$ cat config.mk
export PLATFORM = sky130hd
export DESIGN_NAME = alu_arbiter
export DESIGN_NICKNAME = d
export VERILOG_FILES = /design/src/rtl/alu_arbiter.sv
export SDC_FILE = /design/constraint.sdc
export NUM_CORES = 1
export LEC_CHECK = 0
export CORE_MARGIN = 2
export CORE_UTILIZATION = 39
export DETAILED_ROUTE_END_ITERATION = 10
export GPL_TIMING_DRIVEN = 0
export MAX_ROUTING_LAYER = met4
export PLACE_DENSITY = 0.86
export RECOVER_POWER = 50
export SYNTH_ARGS = -nofsm -noshare
export SYNTH_HDL_FRONTEND = slang
export SYNTH_SLANG_ARGS = --single-unit
export TNS_END_PERCENT = 50
$ cat constraint.sdc
create_clock -name Clock -period 1.8 [get_ports Clock]
set_input_delay 0.18 -clock Clock [delete_from_list [all_inputs] [get_ports Clock]]
set_output_delay 0.18 -clock Clock [all_outputs]
set_load 0.02 [all_outputs]
$ cat src/rtl/alu_arbiter.sv
// Round-robin arbiter sharing one ALU between two request ports; one op in flight.
// Latency: capture WAIT_CYCLES edges after accept, min WAIT_CYCLES+2 cycles per op.
// Backpressure: ReqReady only in IDLE, response held until owner RspReady; ALU_ARBITER_ZERO_FLAG_EN adds RspZero.
module alu_arbiter #(
    parameter int unsigned WAIT_CYCLES = 1
) (
    input  logic        Clock,
    input  logic        ResetN,
    input  logic [1:0]  ReqValid,
    output logic [1:0]  ReqReady,
    input  logic [9:0]  ReqOpcode,
    input  logic [31:0] ReqA,
    input  logic [31:0] ReqB,
    output logic [4:0]  AluOpcode,
    output logic [15:0] AluA,
    output logic [15:0] AluB,
    input  logic [15:0] AluResult,
    input  logic        AluCarry,
    input  logic        AluNegative,
    input  logic        AluOverflow,
    output logic [1:0]  RspValid,
    input  logic [1:0]  RspReady,
    output logic [15:0] RspResult,
    output logic        RspCarry,
    output logic        RspNegative,
    output logic        RspOverflow
`ifdef ALU_ARBITER_ZERO_FLAG_EN
    ,
    output logic        RspZero
`endif
);

    typedef enum logic [1:0] {
        IDLE   = 2'd0,
        SETTLE = 2'd1,
        RESP   = 2'd2
    } state_t;

    localparam logic [3:0] WAIT_LOAD = 4'(WAIT_CYCLES);

    state_t     state;
    logic [3:0] settle_cnt;
    logic       last_grant;
    logic       owner;
    logic [1:0] grant;
    logic       grant_port;

    // On a tie the port that did not win last time goes first.
    always_comb begin
        grant      = 2'b00;
        grant_port = 1'b0;
        case (ReqValid)
            2'b01: begin
                grant      = 2'b01;
                grant_port = 1'b0;
            end
            2'b10: begin
                grant      = 2'b10;
                grant_port = 1'b1;
            end
            2'b11: begin
                grant_port = ~last_grant;
                grant      = last_grant ? 2'b01 : 2'b10;
            end
            default: begin
                grant      = 2'b00;
                grant_port = 1'b0;
            end
        endcase
    end

    assign ReqReady = (state == IDLE && ResetN) ? grant : 2'b00;

    always_ff @(posedge Clock or negedge ResetN) begin
        if (!ResetN) begin
            state       <= IDLE;
            settle_cnt  <= 4'd0;
            last_grant  <= 1'b1;
            owner       <= 1'b0;
            AluOpcode   <= 5'd0;
            AluA        <= 16'd0;
            AluB        <= 16'd0;
            RspValid    <= 2'b00;
            RspResult   <= 16'd0;
            RspCarry    <= 1'b0;
            RspNegative <= 1'b0;
            RspOverflow <= 1'b0;
`ifdef ALU_ARBITER_ZERO_FLAG_EN
            RspZero     <= 1'b0;
`endif
        end else begin
            case (state)
                IDLE: begin
                    if (|ReqValid) begin
                        AluOpcode  <= grant_port ? ReqOpcode[9:5]  : ReqOpcode[4:0];
                        AluA       <= grant_port ? ReqA[31:16]     : ReqA[15:0];
                        AluB       <= grant_port ? ReqB[31:16]     : ReqB[15:0];
                        owner      <= grant_port;
                        last_grant <= grant_port;
                        settle_cnt <= WAIT_LOAD;
                        state      <= SETTLE;
                    end
                end
                SETTLE: begin
                    settle_cnt <= settle_cnt - 4'd1;
                    if (settle_cnt == 4'd1) begin
                        RspResult   <= AluResult;
                        RspCarry    <= AluCarry;
                        RspNegative <= AluNegative;
                        RspOverflow <= AluOverflow;
`ifdef ALU_ARBITER_ZERO_FLAG_EN
                        RspZero     <= (AluResult == 16'h0000);
`endif
                        RspValid    <= owner ? 2'b10 : 2'b01;
                        state       <= RESP;
                    end
                end
                RESP: begin
                    // Only the owning port's ready completes the response.
                    if (RspReady[owner]) begin
                        RspValid <= 2'b00;
                        state    <= IDLE;
                    end
                end
                default: begin
                    state <= IDLE;
                end
            endcase
        end
    end

endmodule

==> reports/results.tsv <==
stage	metric	value	unit
timing	rsz0062_at_grt	false	
floorplanning	die_x	91.9	um
routing	first_pass_iters	4	
routing	routed_via_density	4.95	
timing	maxSlewHeadroom	60.7	%
power	p_seq_share	33.4	%
finish	fin_cells	538	
power	netSwitchingPower	3.07	mW
synthesis	ys_ff_latch	66	
floorplanning	die_h	91.9	um
setup_path	crit_type	input pin to output pin	
synthesis	synth_area_leaders	dfrtp_1 54%, mux2i_1 13%, o21ai_0 11%, mux2_2 6.0%, o21ai_1 1.7%	
synthesis	synth_top_area_share	54.0	%
routing	post_drt_wl_per_cell	14.8	um
placement	place_inst	522	
global_routing	grt_pass1_vias	2756	
placement	portBuffers	158	
global_routing	overflow	0	
timing	final.period_utilization	95.3	%
synthesis	synth_warnings	0	
run_status	failed_checks	negative hold slack	
setup_path	endpoint_kind	output pin	
clocking	cts_buffer_depth	2	
setup_path	reg2regPathDepth	6	
finish	synthToLayoutAreaGrowth	63.8	%
synthesis	avgSynthCellArea	11.5	sq um
global_routing	grt_pass1_wl	12900	um
finish	layout_common_cells	131 x clkdlybuf4s50_1, 69 x o21ai_0, 63 x dfrtp_1	
routing	wirelength	7970	um
synthesis	syn_area	0.00301	sq mm
clocking	htreeDepth	3	
clocking	clk_latency	0.33	ns
setup_path	r2r_slack	0.11	ns
timing	fin_skew	0.00972	ns
timing	setup_viol	0	
synthesis	synth_fp_nets	363	
floorplanning	die_area	0.00844	sq mm
clocking	path_clk_slew	0.07	ns
setup_path	start_kind	input pin	
timing	tightest_slew	0.590	ns
floorplanning	coreArea	0.00761	sq mm
finish	antennaDiodeCount	0	
synthesis	postSynthCellCount	262	
setup_path	worstPathCellList	clkdlybuf4s50_1 > a21bo_1 > clkbuf_2 > buf_12 > nor2_1 > clkdlybuf4s15_2	
setup_path	slowest_stage	clkdlybuf4s50_1	
finish	drive_gt1_share	11.5	%
placement	place_congestion	0.729	
setup_path	slowest_delay	0.53	ns
timing	tns	0	ns
routing	drc	0	
timing	fin_hold_ws	-0.161	ns
run_status	run_status	complete, but fails checks	
placement	dp_hpwl	5970	um
timing	layout_min_cycle_time	1.72	ns
routing	vias	2661	
setup_path	r2r-start	last_grant	
timing	hold_violations	65	
routing	ant_nets	0	
power	p_int	4.85	mW
floorplanning	fp-row-count	32	
floorplanning	initial_core_util	39.6	%
power	max-vdd-ir-drop	742	uV
timing	clock.fmax	583	MHz
clocking	clockRootBuffer	clkbuf_8	
global_routing	antenna_found_initial	0	
synthesis	seq_area_frac_synth	54.9	%
global_routing	grt_max_degree	68	
power	clockPowerShare	15.2	%
setup_path	crit_required	1.62	ns
synthesis	synth_top_cell_by_area	dfrtp_1	
global_routing	grt_usage	19.7	%
floorplanning	pin_count	159	
finish	final_common_cell	clkdlybuf4s50_1	
power	power	7.91	mW
timing	drv_slew	0	
setup_path	arrival	1.54	ns
flow_run	maxCapViolations	0	
routing	drt_iter0_markers	80	
setup_path	crit_fanout	5	
clocking	cts.sinks	66	
synthesis	synth_cell_types	33	
clocking	cts_made_buffers	9	
power	combPwrFrac	51.4	%
min_path	hold_path.class	input pin to asynchronous set/reset pin	
power	pwr_density_cell	1600	mW/mm^2
power	p_sw_share	38.7	%
finish	nets	532	
setup_path	worstReg2RegEnd	AluA[14]	
clocking	cts_tree	done	
power	leakagePower	2.15	nW
## worst max-delay path by stage
stage | depth (start not counted) | from | slack [ns] | to
after floorplan | 6 | settle_cnt[1] | 0.31 | RspCarry
after global placement | 4 | ResetN | -2.32 | ReqReady[1]
after detailed placement | 7 | ReqValid[1] | -0.48 | ReqReady[1]
after CTS | 4 | state[0] | 0.04 | ReqReady[0]
after global routing | 6 | ReqValid[1] | 0.01 | ReqReady[1]
final | 6 | ReqValid[1] | 0.08 | ReqReady[1]
## through the flow
stage	util (%)	cell area (sq um)	hold WS (ns)	worst slack [ns]
3_3_place_gp	62.1	4720	0.475	-2.32
5_1_grt	64.8	4930	-0.124	0.0132
2_1_floorplan	-	3010	-0.116	0.314
6_report	64.8	4930	-0.161	0.0848
3_5_place_dp	62.0	4720	0.329	-0.476
4_1_cts	64.7	4920	-0.0287	0.0444
## cell usage after synthesis (all sizes together)
cell	count
o2bb2ai	1
a31oi	1
o22ai	1
a21oi	3
nor2b	1
a221oi	1
a21bo	2
xor2	1
nand2	5
dfrtp	65
nor4	1
dfstp	1
or2	1
nor2	10
nand3b	3
and3b	1
ha	2
nand2b	1
nand4b	1
mux2	19
inv	3
mux2i	39
o21ai	79
buf	8
clkbuf	11
nor3b	1
## power groups by stage
stage	clock network, mW	registers [mW]	logic [mW]
after detailed placement	0	2.67	4.20
after CTS	1.24	2.65	4.22
final	1.20	2.64	4.07
after global placement	0	2.62	4.10
after global routing	1.32	2.75	4.40
after floorplan	0	3.42	1.43
## flip-flops by register name, indices dropped and copies added, names as in the netlist
register,flops
last_grant,1
state,2
AluB,16
RspCarry,1
settle_cnt,4
RspValid,2
owner,1
AluOpcode,5
RspResult,16
AluA,16
RspNegative,1
RspOverflow,1
## layout make-up
| type | instances | area [sq um] |
|---|---|---|
| sequential | 66 | 1660 |
| clock inverter | 7 | 70.1 |
| multi-input combinational | 174 | 1240 |
| fill | 639 | 2680 |
| clock buffer | 9 | 124 |
| timing repair buffer | 159 | 1590 |
| buffer | 18 | 109 |
| tap | 102 | 128 |
| inverter | 3 | 11.3 |
## layer usage
layer	track usage, %	part of all wire (%)	vias to the layer above
met1	23.9	42	1265
li1	-	-	1282
met5	-	0	-
met2	32.9	51	104
met4	6.47	1.4	0
met3	4.27	6.2	10
## cells by family after synthesis
family / share of synthesized area (%)
AND/OR/NAND/NOR: 4.53
buffers and inverters: 4.11
multiplexers: 20.1
flip-flops: 54.9
AO/OA/AOI/OAI: 15.3
adder cells (fa/ha/maj): 0.831
XOR/XNOR: 0.291
## worst max-delay path: cells and delay by family
| kind | cells | cell delay, ns |
|---|---|---|
| buffers and inverters | 4 | 1.07 |
| AO/OA/AOI/OAI | 1 | 0.21 |
| AND/OR/NAND/NOR | 1 | 0.07 |
## repair_timing
item,in CTS,in global routing
setup buffers,1,0
gates cloned,0,0
endpoints found under the hold margin,65,65
endpoints found under the setup margin,2,2
resized for setup,9,4
(Power assumes the default switching activity.)
